[config.mk]
export PLATFORM = sky130hd
export DESIGN_NAME = led_rate_decoder
export DESIGN_NICKNAME = d
export VERILOG_FILES = /design/src/rtl/led_rate_decoder_pkg.sv /design/src/rtl/led_rate_decoder_if.sv /design/src/rtl/led_rate_decoder_sync.sv /design/src/rtl/led_rate_decoder.sv
export SDC_FILE = /design/constraint.sdc
export NUM_CORES = 1
export LEC_CHECK = 0
export CAP_MARGIN = 20
export CORE_MARGIN = 2
export CORE_UTILIZATION = 52
export DETAILED_ROUTE_END_ITERATION = 7
export HOLD_SLACK_MARGIN = 0.1
export PLACE_DENSITY_LB_ADDON = 0.08
export SYNTH_ARGS = -nofsm -noshare
export SYNTH_HDL_FRONTEND = slang
export SYNTH_SLANG_ARGS = --single-unit
[constraint.sdc]
create_clock -name i_clock -period 8.2 [get_ports i_clock]
set_input_delay 1.23 -clock i_clock [delete_from_list [all_inputs] [get_ports i_clock]]
set_output_delay 1.23 -clock i_clock [all_outputs]
set_load 0.02 [all_outputs]
[src/rtl/led_rate_decoder_pkg.sv]
// Shared constants, rate codes and FSM state for the LED blink-rate decoder.
// in_class() tests a measured half-period against one nominal class with symmetric tolerance.
package led_blinker_pkg;

  localparam int unsigned H100_DEF = 125000;
  localparam int unsigned H50_DEF  = 250000;
  localparam int unsigned H10_DEF  = 1250000;
  localparam int unsigned H1_DEF   = 12500000;
  localparam int unsigned CNT_W    = 24;

  typedef logic [1:0] rate_t;

  localparam rate_t RATE_100HZ = 2'b00;
  localparam rate_t RATE_50HZ  = 2'b01;
  localparam rate_t RATE_10HZ  = 2'b10;
  localparam rate_t RATE_1HZ   = 2'b11;

  typedef enum logic [1:0] {
    ST_IDLE    = 2'd0,
    ST_ACQUIRE = 2'd1,
    ST_CHECK   = 2'd2,
    ST_LOCKED  = 2'd3
  } state_t;

  // Inclusive window [h - tol, h + tol], tol = h >> sh.
  function automatic logic in_class(input logic [CNT_W:0] m, input int unsigned h,
                                    input int unsigned sh);
    logic [31:0] tol;
    logic [31:0] mm;
    tol = h >> sh;
    mm  = 32'(m);
    return (mm >= (h - tol)) && (mm <= (h + tol));
  endfunction

endpackage

[src/rtl/led_rate_decoder_if.sv]
// Link between the LED synchronizer and the rate decoder: raw pin in, clean level and edge flag out.
// The master side (synchronizer) produces level/edge_flag; the slave side supplies the pin.
interface led_rate_decoder_if;
  logic led;
  logic level;
  logic edge_flag;

  modport master (input led, output level, output edge_flag);
  modport slave  (output led, input level, input edge_flag);
endinterface

[src/rtl/led_rate_decoder_sync.sv]
// Two-flop synchronizer for the asynchronous LED pin plus a one-cycle edge detector.
// Edge flag is high in the cycle after the synchronized level changes.
module led_edge_sync (
  input  logic               i_clock,
  input  logic               i_reset_n,
  led_rate_decoder_if.master sync_if
);

  logic r_meta;
  logic r_sync;
  logic r_prev;

  always_ff @(posedge i_clock) begin
    if (!i_reset_n) begin
      r_meta <= 1'b0;
      r_sync <= 1'b0;
      r_prev <= 1'b0;
    end else begin
      r_meta <= sync_if.led;
      r_sync <= r_meta;
      r_prev <= r_sync;
    end
  end

  assign sync_if.level     = r_sync;
  assign sync_if.edge_flag = r_sync ^ r_prev;

endmodule

[src/rtl/led_rate_decoder.sv]
// Measures the LED half-period between edges, classifies it into one of four blink rates,
// and locks once two consecutive measurements agree; goes idle when the pin stops toggling.
module led_rate_decoder
  import led_blinker_pkg::*;
#(
  parameter int unsigned H100      = H100_DEF,
  parameter int unsigned H50       = H50_DEF,
  parameter int unsigned H10       = H10_DEF,
  parameter int unsigned H1        = H1_DEF,
  parameter int unsigned TOL_SHIFT = 4,
  parameter int unsigned TIMEOUT   = 16000000
) (
  input  logic  i_clock,
  input  logic  i_reset_n,
  input  logic  i_led,
  output logic  o_valid,
  output rate_t o_rate_code,
  output logic  o_idle,
  output logic  o_level,
  output logic  o_error
);

  localparam logic [CNT_W-1:0] TO_LAST = CNT_W'(TIMEOUT - 1);

  led_rate_decoder_if w_if ();

  assign w_if.led = i_led;

  led_edge_sync u_sync (
    .i_clock   (i_clock),
    .i_reset_n (i_reset_n),
    .sync_if   (w_if.master)
  );

  logic             w_edge;
  logic [CNT_W-1:0] r_cnt;
  logic [CNT_W:0]   w_meas;
  logic             w_hit;
  rate_t            w_cls;
  state_t           r_state;
  state_t           w_state_nxt;
  rate_t            r_cand;
  rate_t            w_cand_nxt;
  rate_t            r_code;
  logic             r_error;
  logic             w_error;

  assign w_edge = w_if.edge_flag;
  // One extra bit so a saturated counter still yields a correct measurement.
  assign w_meas = {1'b0, r_cnt} + (CNT_W + 1)'(1);

  always_ff @(posedge i_clock) begin
    if (!i_reset_n) begin
      r_cnt <= '0;
    end else if (w_edge) begin
      r_cnt <= '0;
    end else if (r_cnt != {CNT_W{1'b1}}) begin
      r_cnt <= r_cnt + CNT_W'(1);
    end
  end

  always_comb begin
    w_hit = 1'b1;
    w_cls = RATE_100HZ;
    if (in_class(w_meas, H100, TOL_SHIFT)) begin
      w_cls = RATE_100HZ;
    end else if (in_class(w_meas, H50, TOL_SHIFT)) begin
      w_cls = RATE_50HZ;
    end else if (in_class(w_meas, H10, TOL_SHIFT)) begin
      w_cls = RATE_10HZ;
    end else if (in_class(w_meas, H1, TOL_SHIFT)) begin
      w_cls = RATE_1HZ;
    end else begin
      w_hit = 1'b0;
    end
  end

  always_ff @(posedge i_clock) begin
    if (!i_reset_n) begin
      r_state <= ST_IDLE;
      r_cand  <= RATE_100HZ;
      r_code  <= RATE_100HZ;
      r_error <= 1'b0;
    end else begin
      r_state <= w_state_nxt;
      r_cand  <= w_cand_nxt;
      r_error <= w_error;
      if (r_state == ST_CHECK && w_state_nxt == ST_LOCKED) begin
        r_code <= r_cand;
      end
    end
  end

  // An edge always wins over a coincident timeout.
  always_comb begin
    w_state_nxt = r_state;
    w_cand_nxt  = r_cand;
    w_error     = 1'b0;
    if (w_edge) begin
      unique case (r_state)
        ST_IDLE: w_state_nxt = ST_ACQUIRE;
        ST_ACQUIRE: begin
          if (w_hit) begin
            w_state_nxt = ST_CHECK;
            w_cand_nxt  = w_cls;
          end else begin
            w_error = 1'b1;
          end
        end
        ST_CHECK: begin
          if (!w_hit) begin
            w_state_nxt = ST_ACQUIRE;
            w_error     = 1'b1;
          end else if (w_cls == r_cand) begin
            w_state_nxt = ST_LOCKED;
          end else begin
            w_cand_nxt = w_cls;
          end
        end
        ST_LOCKED: begin
          if (!w_hit) begin
            w_state_nxt = ST_ACQUIRE;
            w_error     = 1'b1;
          end else if (w_cls != r_code) begin
            w_state_nxt = ST_CHECK;
            w_cand_nxt  = w_cls;
          end
        end
        default: w_state_nxt = ST_IDLE;
      endcase
    end else if (r_state != ST_IDLE && r_cnt == TO_LAST) begin
      w_state_nxt = ST_IDLE;
    end
  end

  always_comb begin
    o_valid = (r_state == ST_LOCKED);
    o_idle  = (r_state == ST_IDLE);
  end

  assign o_rate_code = r_code;
  assign o_error     = r_error;
  assign o_level     = w_if.level;

endmodule

---- After elaboration in Yosys (flattened, before gate mapping) ----
Cells that the tools add are included.
W data, S select, Z words.
operators by class
  bitwise operators ....................... 2
  $add $sub $neg .......................... 2
  order comparisons ....................... 8
  equal/unequal tests ..................... 13
  muxes and demuxes ....................... 23
  reduce and logical (&&, ||, !) cells .... 13
operators by type and width
  cell                     count
  $mux W2                  16
  $add A24 B1 Y25 const B  1
  $ge A25 B17 Y1 const B   1
  $ge A25 B18 Y1 const B   1
  $ge A25 B21 Y1 const B   1
  $ge A25 B24 Y1 const B   1
  $le A25 B18 Y1 const B   1
  $le A25 B19 Y1 const B   1
  $le A25 B21 Y1 const B   1
  $le A25 B24 Y1 const B   1
  $add A24 B1 Y24 const B  1
  $eq A24 B24 Y1 const B   1
  $ne A24 B24 Y1 const B   1
  $pmux W2 S4              1
  $reduce_and A7 Y1        1
  $eq A2 B2 Y1 const B     3
  $logic_and A1 B1 Y1      6
  $ne A2 B2 Y1 const B     3
  $pmux W2 S3              1
  $mux W1                  5
  $ne A2 B1 Y1 const B     2
  $reduce_and A3 Y1        1
  $reduce_bool A3 Y1       1
  $reduce_or A3 Y1         1
  other kinds (8)          8
word-level totals
  flip-flop bits (word level) ............. 34
  input bits .............................. 3

---- Longest topological paths before layout ----
Gate-level depths: netlist of run 1.
  depth after elaboration ................. 14
  gate-level depth with buffers ........... 15
  mapped depth without buffers ............ 13

---- Modules after synthesis ----
A second synthesis of run 1 with hierarchy kept.
unflattened totals
  cell total of the unflattened synthesis .. 456
  area total of the unflattened synthesis .. 3303.2 sq um
modules (own cells, without submodules)
  module            area an instance (sq um)  seq. area each (sq um)  instances  cells an instance
  led_rate_decoder  3214.3                    620.6                   1          449
  led_edge_sync     88.8                      60.1                    1          7

---- Worst setup path before layout of run 1 ----
OpenSTA, ideal clock, no wires.
  path kind ............................... reg2reg
  start point ............................. reg r_cnt[1]
  end point ............................... reg r_cand[0]
  setup slack ............................. 4747 ps
  data arrival time ....................... 3381 ps
  setup time .............................. 72 ps
  cell stages (with the launch flop) ...... 14
  cell sequence ........................... dfxtp_1 ha_1 buf_2 nand4_1 or4_4 xor2_1 or4_1 or4_1 o21ai_1 and2_1 buf_4 o31ai_1 a211oi_2 mux2i_1
on the way
  longest elaborated chain between the ends .. 10
  elaborated cells between the ends (all ways) .. 35
RTL lines
  element                                                     RTL line                    source
  start: declaration                                          led_rate_decoder.sv:36      logic [CNT_W-1:0] r_cnt;
  start signal: assignment                                    led_rate_decoder.sv:58      r_cnt <= r_cnt + CNT_W'(1);
  $add A24 B1 Y25 *                                           led_rate_decoder.sv:50      assign w_meas = {1'b0, r_cnt} + (CNT_W + 1)'(1);
  $ge A25 B24 Y1 or $le A25 B24 Y1 (tied branches)            led_rate_decoder_pkg.sv:32  return (mm >= (h - tol)) && (mm <= (h + tol));
  $logic_and A1 B1 Y1                                         led_rate_decoder_pkg.sv:32
  $mux W2                                                     led_rate_decoder.sv:71      end else if (in_class(w_meas, H1, TOL_SHIFT)) begin
  $mux W2                                                     led_rate_decoder.sv:69      end else if (in_class(w_meas, H10, TOL_SHIFT)) begin
  $mux W2                                                     led_rate_decoder.sv:67      end else if (in_class(w_meas, H50, TOL_SHIFT)) begin
  $mux W2                                                     led_rate_decoder.sv:65      if (in_class(w_meas, H100, TOL_SHIFT)) begin
  $eq A2 B2 Y1 (tied with other cells)                        led_rate_decoder.sv:114     end else if (w_cls == r_cand) begin
  $ne A2 B2 Y1 (no line) (tied with other cells)              n/a
  $reduce_and A7 Y1 (no line) or $pmux W2 S3 (tied branches)  n/a
  end signal: assignment                                      led_rate_decoder.sv:86      r_cand <= w_cand_nxt;
  end: declaration                                            led_rate_decoder.sv:42      rate_t r_cand;
Mark *: on every way between the ends. The rest lies on a longest branch, timed or not. The select of a mux whose other input is x is not followed.
A chain may end at the register's enable or synchronous reset.

---- Worst setup path in the final report of run 1 ----
Ends and elaborated chain as after synthesis.

==> results.toml, run 1 <==
[critical_path]
r2r_slack_ns = 3.57
critPathLaunch = "r_cnt[1]"
slowest_stage = "ha_1"
worstSetupPathType = "reg -> reg"
cp.arrival_ns = 4.85
cp_num_buf_inv = 0
path_delay_family = "simple AND/OR/NAND/NOR gates"
worstSetupEndpoint = "r_cand[0]"
slowest_delay_ns = 0.63
crit_cells = 11
r2r_start = "r_cnt[1]"
crit_top_cell = "or4_1"
worstPathRequired_ns = 8.43
cp-start-kind = "register"
crit_chain = "ha_1 > nand4_1 > or4_4 > xor2_1 > or4_1 > or4_1 > o21ai_1 > and2_1 > o31ai_1 > a211oi_2 > mux2i_1"
crit_fanout = 18
worstRegToRegCells = 11
r2r_end = "r_cand[0]"
cp-end-kind = "register"

[drt]
route.detailed.drc = 0
post_drt_wl_per_cell_um = 21.0
drt_wl_total_um = 10100
dr.pass1.iters = 5
postRouteAntennaNets = 0
num_vias = 3447
drt_iter0_drc = 414
via_per_inst = 7.17

[timing]
slew_violations = 0
finalCritPeriodShare_pct = 56.4
hold_ws_ns = 0.437
worst_pin_slew_ns = 1.01
finalCriticalPeriod_ns = 4.63
skew_ns = 0.0122
hold_viol_final = 0
slew_headroom_pct = 32.1
setup_viol = 0
tns_ns = 0
fmax_ghz = 0.216
rsz0062_at_grt = "false"

[placement]
gp_congestion = 0.954
io_buffers = 8
hpwlAfterDp_um = 7520
dp.cells = 474

[yosys]
synth_most_common_cell = "nand2_1"
ys_ff_latch = 34
synth_area_um2 = 3140
ys_types = 66
synth_common_cells = "nand2_1 (40), dfxtp_1 (34), nor2_1 (31)"
async_flop_share_pct = 0
syn_nets = 425
synth_cells = 419
yosys-top-cells-area = "dfxtp_1 (22%), nand2_1 (4.8%), xnor2_1 (4.7%)"
ys_seq_area_share_pct = 21.7
synth_ff_type = "dfxtp_1"
synth_top_area_share_pct = 21.7
yosys_warnings = 0
synth_edf_count = 0
synth_area_leader_cell = "dfxtp_1"
syn_area_per_cell_um2 = 7.49

[floorplan]
start_util_pct = 53.3
dieWidth_um = 81.7
fp.dieH_um = 81.7
coreArea_um2 = 5890
ioPinCount = 9
dieArea_um2 = 6670
std_cell_rows = 28

[cts]
path_clk_slew_ns = 0.08
ctsRootBufferMaster = "clkbuf_8"
cts_resized = 0
cts_setup_buffers = 0
cts_buffer_depth = 2
cts_tree = "yes"
clock_latency_ns = 0.30
cts.sinks = 34
cts_made_buffers = 5
h-tree-depth = 2
cts_hold_buf = 0

[grt]
grt_pass1_wl_um = 15700
antenna_found_initial = 0
grt_overflow_total = 0
grt_max_degree = 24
grt_pass1_vias = 3026
grt_use_total_pct = 31.1

[layout]
diodes = 0
instances_no_fill = 481
num-nets-final = 412
area_growth_pct = 3.91
multi_input_area_um2 = 2300
regArea_um2 = 681
fillers = 569
drive_gt1_share_pct = 7.64

[power]
leakage_nw = 1.07
power_density_nw_per_um2 = 98.5
finalPower_uw = 321
ir_drop_uv = 67.4

[worst_hold_path]
hp-class = "reg -> reg"

[outcome]
status = "finished clean"

[run]
drv_cap = 0
==> cells in the final DEF, fill, tap and decap left out, types with 6 or more instances in the layout <==
master and count:
a31oi_1 11, xor2_1 10, and2_1 10, or3_1 6, nand3_1 22, nor4_1 15
dfxtp_1 34, and4_1 6, or4_1 9, nor3_1 11, nor2b_1 6, o2111ai_1 7
a211oi_1 7, nor2_1 31, a21oi_1 25, xnor2_1 17, nand4_1 19, o21ai_0 6
clkdlybuf4s50_1 8, nand2_1 40, inv_1 6
==> metrics by stage <==
stage	instance area [um2]	util (%)	setup WS (ns)
floorplan	3140	-	4.75
global placement	3180	54.1	3.81
detailed placement	3180	54.1	3.71
CTS	3260	55.4	3.67
global route	3260	55.4	3.29
finish	3260	55.4	3.57
==> registers in the layout, indices dropped and copies added, names as in the netlist <==
name / count
u_sync.sync_if.level: 1
r_state: 2
u_sync.r_meta: 1
o_rate_code: 2
o_error: 1
r_cnt: 24
r_cand: 2
u_sync.r_prev: 1
==> power breakdown <==
group / switching (mW) / total [mW] / internal (mW)
Clock: 0.0655 / 0.124 / 0.0582
Combinational: 0.0164 / 0.0252 / 0.00885
Sequential: 0.00490 / 0.172 / 0.167
Total: 0.0868 / 0.321 / 0.234
==> cell families (layout without fill, tap and decap cells) <==
| kind of cell | count (synthesis) | in the layout | share of synthesized area [%] |
|---|---|---|---|
| simple gates | 210 | 210 | 38.9 |
| buf+inv | 35 | 22 | 5.02 |
| flops | 34 | 34 | 21.7 |
| compound gates | 106 | 106 | 24.4 |
| fa+ha+maj | 3 | 3 | 1.20 |
| xor+xnor | 27 | 27 | 7.53 |
| mux | 4 | 4 | 1.28 |
==> worst min-delay path by stage <==
stage / startpoint / endpoint / slack (ns) / depth (start not counted)
5_1_grt: u_sync.r_meta / u_sync.sync_if.level / 0.47 / 1
3_5_place_dp: u_sync.r_meta / u_sync.sync_if.level / 0.42 / 1
4_1_cts: u_sync.r_meta / u_sync.sync_if.level / 0.44 / 1
2_1_floorplan: u_sync.r_meta / u_sync.sync_if.level / 0.41 / 1
3_3_place_gp: u_sync.r_meta / u_sync.sync_if.level / 0.42 / 1
6_report: u_sync.r_meta / u_sync.sync_if.level / 0.44 / 1
==> area by class of cell <==
| class | count | share of cell area [%] |
|---|---|---|
| Inverter | 7 | 0.806 |
| Sequential cell | 34 | 20.9 |
| Tap cell | 75 | 2.88 |
| Multi-Input combinational cell | 350 | 70.5 |
| Clock inverter | 1 | 0.230 |
| Clock buffer | 6 | 2.22 |
| Timing Repair Buffer | 8 | 2.45 |
==> routing by layer <==
metal	wire length [um]	GRT usage, %	share of wire, %	up-vias
li1	-	-	-	1589
met1	4480	45.0	44	1615
met2	4340	45.9	43	218
met3	1080	6.81	11	25
met4	184	9.33	1.8	0
met5	0	0	0	-
(Power assumes the default switching activity.)
==> inputs of run 2 (changes only) <==
==> constraint.sdc (replaced) <==
create_clock -name i_clock -period 4.6 [get_ports i_clock]
set_input_delay 0.69 -clock i_clock [delete_from_list [all_inputs] [get_ports i_clock]]
set_output_delay 0.69 -clock i_clock [all_outputs]
set_load 0.02 [all_outputs]
==> run 2 against run 1 <==
Sequential cell count stayed put. Clock power up 85%. Power up 83%. Sequential power is 76% higher. Wire length increased by 2.4%. Clock-buffer cell count stayed put. Die area is the same.
==> results.toml, run 2 (same netlist as run 1, synthesis figures left out) <==
[floorplan]
std_cell_rows = 28
dieArea_um2 = 6670
fp.dieH_um = 81.7
coreArea_um2 = 5890
start_util_pct = 53.3
ioPinCount = 9
dieWidth_um = 81.7

[drt]
route.detailed.drc = 0
drt_wl_total_um = 10300
num_vias = 3518
dr.pass1.iters = 5
post_drt_wl_per_cell_um = 21.1
via_per_inst = 7.18
drt_iter0_drc = 345
postRouteAntennaNets = 0

[cts]
cts_buffer_depth = 2
h-tree-depth = 2
cts.sinks = 34
cts_made_buffers = 5
ctsRootBufferMaster = "clkbuf_8"
cts_hold_buf = 0
cts_resized = 0
cts_tree = "yes"
cts_setup_buffers = 0
path_clk_slew_ns = 0.07
clock_latency_ns = 0.30

[timing]
finalCritPeriodShare_pct = 89.9
skew_ns = 0.0180
setup_viol = 0
tns_ns = 0
fmax_ghz = 0.242
finalWorstSetupSlack_ns = 0.466
slew_headroom_pct = 37.0
rsz0062_at_grt = "false"
slew_violations = 0
hold_viol_final = 0
worst_pin_slew_ns = 0.943
finalCriticalPeriod_ns = 4.13

[placement]
place_area_um2 = 3260
dp.cells = 484
io_buffers = 8
hpwlAfterDp_um = 7730
gp_congestion = 1.00
place_ws_ns = 0.573

[critical_path]
worstPathRequired_ns = 4.82
cp-start-kind = "register"
slowest_delay_ns = 0.66
r2r_end = "r_cand[1]"
worstRegToRegCells = 10
slowest_stage = "or4_1"
path_delay_family = "simple AND/OR/NAND/NOR gates"
cp.arrival_ns = 4.35
r2r_slack_ns = 0.47
r2r_start = "r_cnt[3]"
cp_num_buf_inv = 0
worstSetupPathType = "reg -> reg"
crit_chain = "and3_1 > nand4_1 > or4_1 > nor4_4 > o2111ai_1 > or4_1 > a211oi_2 > o31ai_1 > a211oi_2 > mux2i_1"
crit_fanout = 13
cp-end-kind = "register"

[layout]
diodes = 0
area_growth_pct = 6.38
top_register = "r_cnt"
layout_common_cells = "nand2_1 (40), dfxtp_1 (34), nor2_1 (31), a21oi_1 (25), nand3_1 (22)"
num-nets-final = 422
largest_reg_flops = 24
final_area_um2 = 3340
final_common_cell = "nand2_1"
drive_gt1_share_pct = 9.88
instances_no_fill = 490

[worst_hold_path]
min_delay_path_depth = 1
hp-class = "reg -> reg"
hold_path_end = "u_sync.sync_if.level"
hold_start = "u_sync.r_meta"

[run]
drv_cap = 0

[grt]
grt_pass1_wl_um = 16000
antenna_found_initial = 0
grt_use_total_pct = 31.8
grt_pass1_vias = 3108
grt_max_degree = 24
grt_overflow_total = 0

[power]
leakage_nw = 1.12
ir_drop_uv = 140
power_density_nw_per_um2 = 176

[outcome]
status = "finished clean"
[run 2: cell type report]
| cell class | count | area, um2 |
|---|---|---|
| inverter | 7 | 26.3 |
| clock buffer | 6 | 82.6 |
| multi-input combinational | 350 | 2300 |
| timing repair buffer | 18 | 155 |
| tap | 75 | 93.8 |
| sequential | 34 | 681 |
| fill | 568 | 2550 |
[run 2: per-stage QoR]
step / total power [mW] / util, % / hold WS, ns
final: 0.589 / 56.7 / 0.445
after global routing: 0.607 / 56.7 / 0.495
after floorplan: 0.343 / - / 0.412
after CTS: 0.589 / 56.7 / 0.460
after global placement: 0.364 / 55.3 / 0.422
after detailed placement: 0.365 / 55.3 / 0.439
[run 2: worst max-delay path by stage]
stage                  start        end  slack (ns)  cells after the start
global placement    r_cnt[2]  r_cand[1]        0.58                     10
finish              r_cnt[3]  r_cand[1]        0.47                     10
detailed placement  r_cnt[3]  r_cand[1]        0.57                     11
floorplan           r_cnt[1]  r_cand[0]        1.15                     13
CTS                 r_cnt[3]  r_cand[1]        0.54                     11
global route        r_cnt[0]  r_cand[0]        0.18                     12
[run 2: per-layer routing]
| metal | part of all wire [%] | wire length, um | global-route usage, % | vias up |
|---|---|---|---|---|
| li1 | - | - | - | 1604 |
| met1 | 42 | 4380 | 43.3 | 1642 |
| met5 | 0 | 0 | 0 | - |
| met2 | 43 | 4470 | 49.4 | 230 |
| met3 | 11 | 1120 | 7.14 | 42 |
| met4 | 3.4 | 351 | 11.2 | 0 |
[run 2: where the power goes]
group | total, mW | switching, mW | internal, mW
combinational | 0.0575 | 0.0380 | 0.0194
sequential | 0.302 | 0.00363 | 0.298
clock | 0.229 | 0.114 | 0.116
total | 0.589 | 0.155 | 0.433
==> inputs of run 3 (changes only) <==
--- a/config.mk
+++ b/config.mk
@@ -7,7 +7,7 @@
 export LEC_CHECK = 0
 export CAP_MARGIN = 20
 export CORE_MARGIN = 2
-export CORE_UTILIZATION = 52
+export CORE_UTILIZATION = 40
 export DETAILED_ROUTE_END_ITERATION = 7
 export HOLD_SLACK_MARGIN = 0.1
 export PLACE_DENSITY_LB_ADDON = 0.08
==> run 3 against run 2 <==
Non-clock buffer count increased by 2. Highest routed layer unchanged. Hold slack got worse by 0.0043 ns. Power decreased by 2.4%. Clock skew decreased by 0.015 ns. Fmax increased by 1.7%. Combinational power decreased by 0.7%. Via count decreased by 2.6%. Die area increased by 28%. Sequential share of layout area decreased by 0.28 points. Wire length increased by 1.6%.
==> results.toml, run 3 (same netlist as run 1, synthesis figures left out) <==
[grt]
use_met1_pct = 34.5
use_met2_pct = 38.8
antenna_found_initial = 0
grt_max_degree = 24
grt_use_total_pct = 25.0
met3_usage_pct = 3.91
grt_pass1_wl_um = 16600
grt_pass1_vias = 3172
grt_overflow_total = 0
top_usage_layer = "met2"

[cts]
cts_buffer_depth = 2
clock_latency_ns = 0.29
cts_hold_buf = 0
h-tree-depth = 2
cts_made_buffers = 5
cts_setup_buffers = 0
cts_resized = 0
cts_tree = "yes"
ctsRootBufferMaster = "clkbuf_8"
cts.sinks = 34
path_clk_slew_ns = 0.07

[floorplan]
coreArea_um2 = 7650
fp.dieH_um = 92.6
dieArea_um2 = 8570
start_util_pct = 41.1
std_cell_rows = 32
dieWidth_um = 92.6
ioPinCount = 9

[layout]
final_area_um2 = 3390
num-nets-final = 424
top_register = "r_cnt"
drive_gt1_share_pct = 10.3
area_growth_pct = 7.85
layout_common_cells = "nand2_1 (40), dfxtp_1 (34), nor2_1 (31), a21oi_1 (25), nand3_1 (22)"
diodes = 0
instances_no_fill = 520
fillers = 781
final_common_cell = "nand2_1"
largest_reg_flops = 24

[placement]
gp_congestion = 1.00
io_buffers = 8
place_area_um2 = 3310
dp.cells = 513
hpwlAfterDp_um = 8090

[timing]
rsz0062_at_grt = "false"
worst_pin_slew_ns = 0.888
finalCritPeriodShare_pct = 88.3
finalCriticalPeriod_ns = 4.06
fmax_ghz = 0.246
slew_violations = 0
slew_headroom_pct = 40.7
skew_ns = 0.00282
hold_ws_ns = 0.441
setup_viol = 0
tns_ns = 0
hold_viol_final = 0

[outcome]
status = "finished clean"

[critical_path]
cp_num_buf_inv = 0
slowest_stage = "or4_1"
worstSetupPathType = "reg -> reg"
path_delay_family = "simple AND/OR/NAND/NOR gates"
crit_chain = "and3_1 > nand4_1 > or4_1 > nor4_4 > o2111ai_1 > or4_1 > a211oi_2 > o31ai_1 > a211oi_2 > mux2i_1"
crit_fanout = 13
slowest_delay_ns = 0.63
cp-end-kind = "register"
cp.arrival_ns = 4.28
worstPathRequired_ns = 4.82
cp-start-kind = "register"

[drt]
postRouteAntennaNets = 0
route.detailed.drc = 0
num_vias = 3428
post_drt_wl_per_cell_um = 20.2
dr.pass1.iters = 5
via_per_inst = 6.59
drt_wl_total_um = 10500
drt_iter0_drc = 298

[power]
leakage_nw = 1.13
power_density_nw_per_um2 = 170
ir_drop_uv = 95.6
finalPower_uw = 574

[run]
drv_cap = 0

[worst_hold_path]
hp-class = "reg -> reg"
-- run 3: where the power goes --
group          internal (mW)  switching, mW  total (mW)  leakage, nW
combinational         0.0197         0.0374      0.0571        0.814
sequential             0.298        0.00351       0.302        0.275
clock                  0.104          0.112       0.216       0.0373
-- run 3: worst register-to-register path: stages, from the launching register on --
cell and delay (ns):
dfxtp_1 0.58, and3_1 0.40, nand4_1 0.29, or4_1 0.63
nor4_4 0.33, o2111ai_1 0.17, or4_1 0.52, a211oi_2 0.33
o31ai_1 0.17, a211oi_2 0.34, mux2i_1 0.24
-- run 3: final cells by class --
type	count	area [um2]	area share [%]
multi-input cells	350	2300	68.0
flip-flops and latches	34	681	20.1
repair buffers	20	170	5.03
well taps	102	128	3.77
clock buffers	6	72.6	2.14
inverters	7	26.3	0.776
clock inverters	1	7.51	0.222
-- run 3: through the flow --
| stage | setup WS [ns] | utilization, % |
|---|---|---|
| after global routing | 0.276 | 44.3 |
| after CTS | 0.576 | 44.3 |
| after floorplan | 1.15 | - |
| final | 0.536 | 44.3 |
| after detailed placement | 0.595 | 43.2 |
| after global placement | 0.672 | 43.2 |
-- run 3: layer usage --
metal | share of wire, % | wire length (um)
met1 | 44 | 4610
met3 | 9.3 | 974
met4 | 2.2 | 228
met2 | 45 | 4680
met5 | 0 | 0
-- run 3: final timing paths --
kind / from / to / slack, ns / cells after the start
hold reg to reg: u_sync.r_meta / u_sync.sync_if.level / 0.44 / 1
setup / recovery: r_cnt[2] / r_cand[0] / 0.54 / 10
setup reg to reg: r_cnt[2] / r_cand[0] / 0.54 / 10
hold / removal: u_sync.r_meta / u_sync.sync_if.level / 0.44 / 1
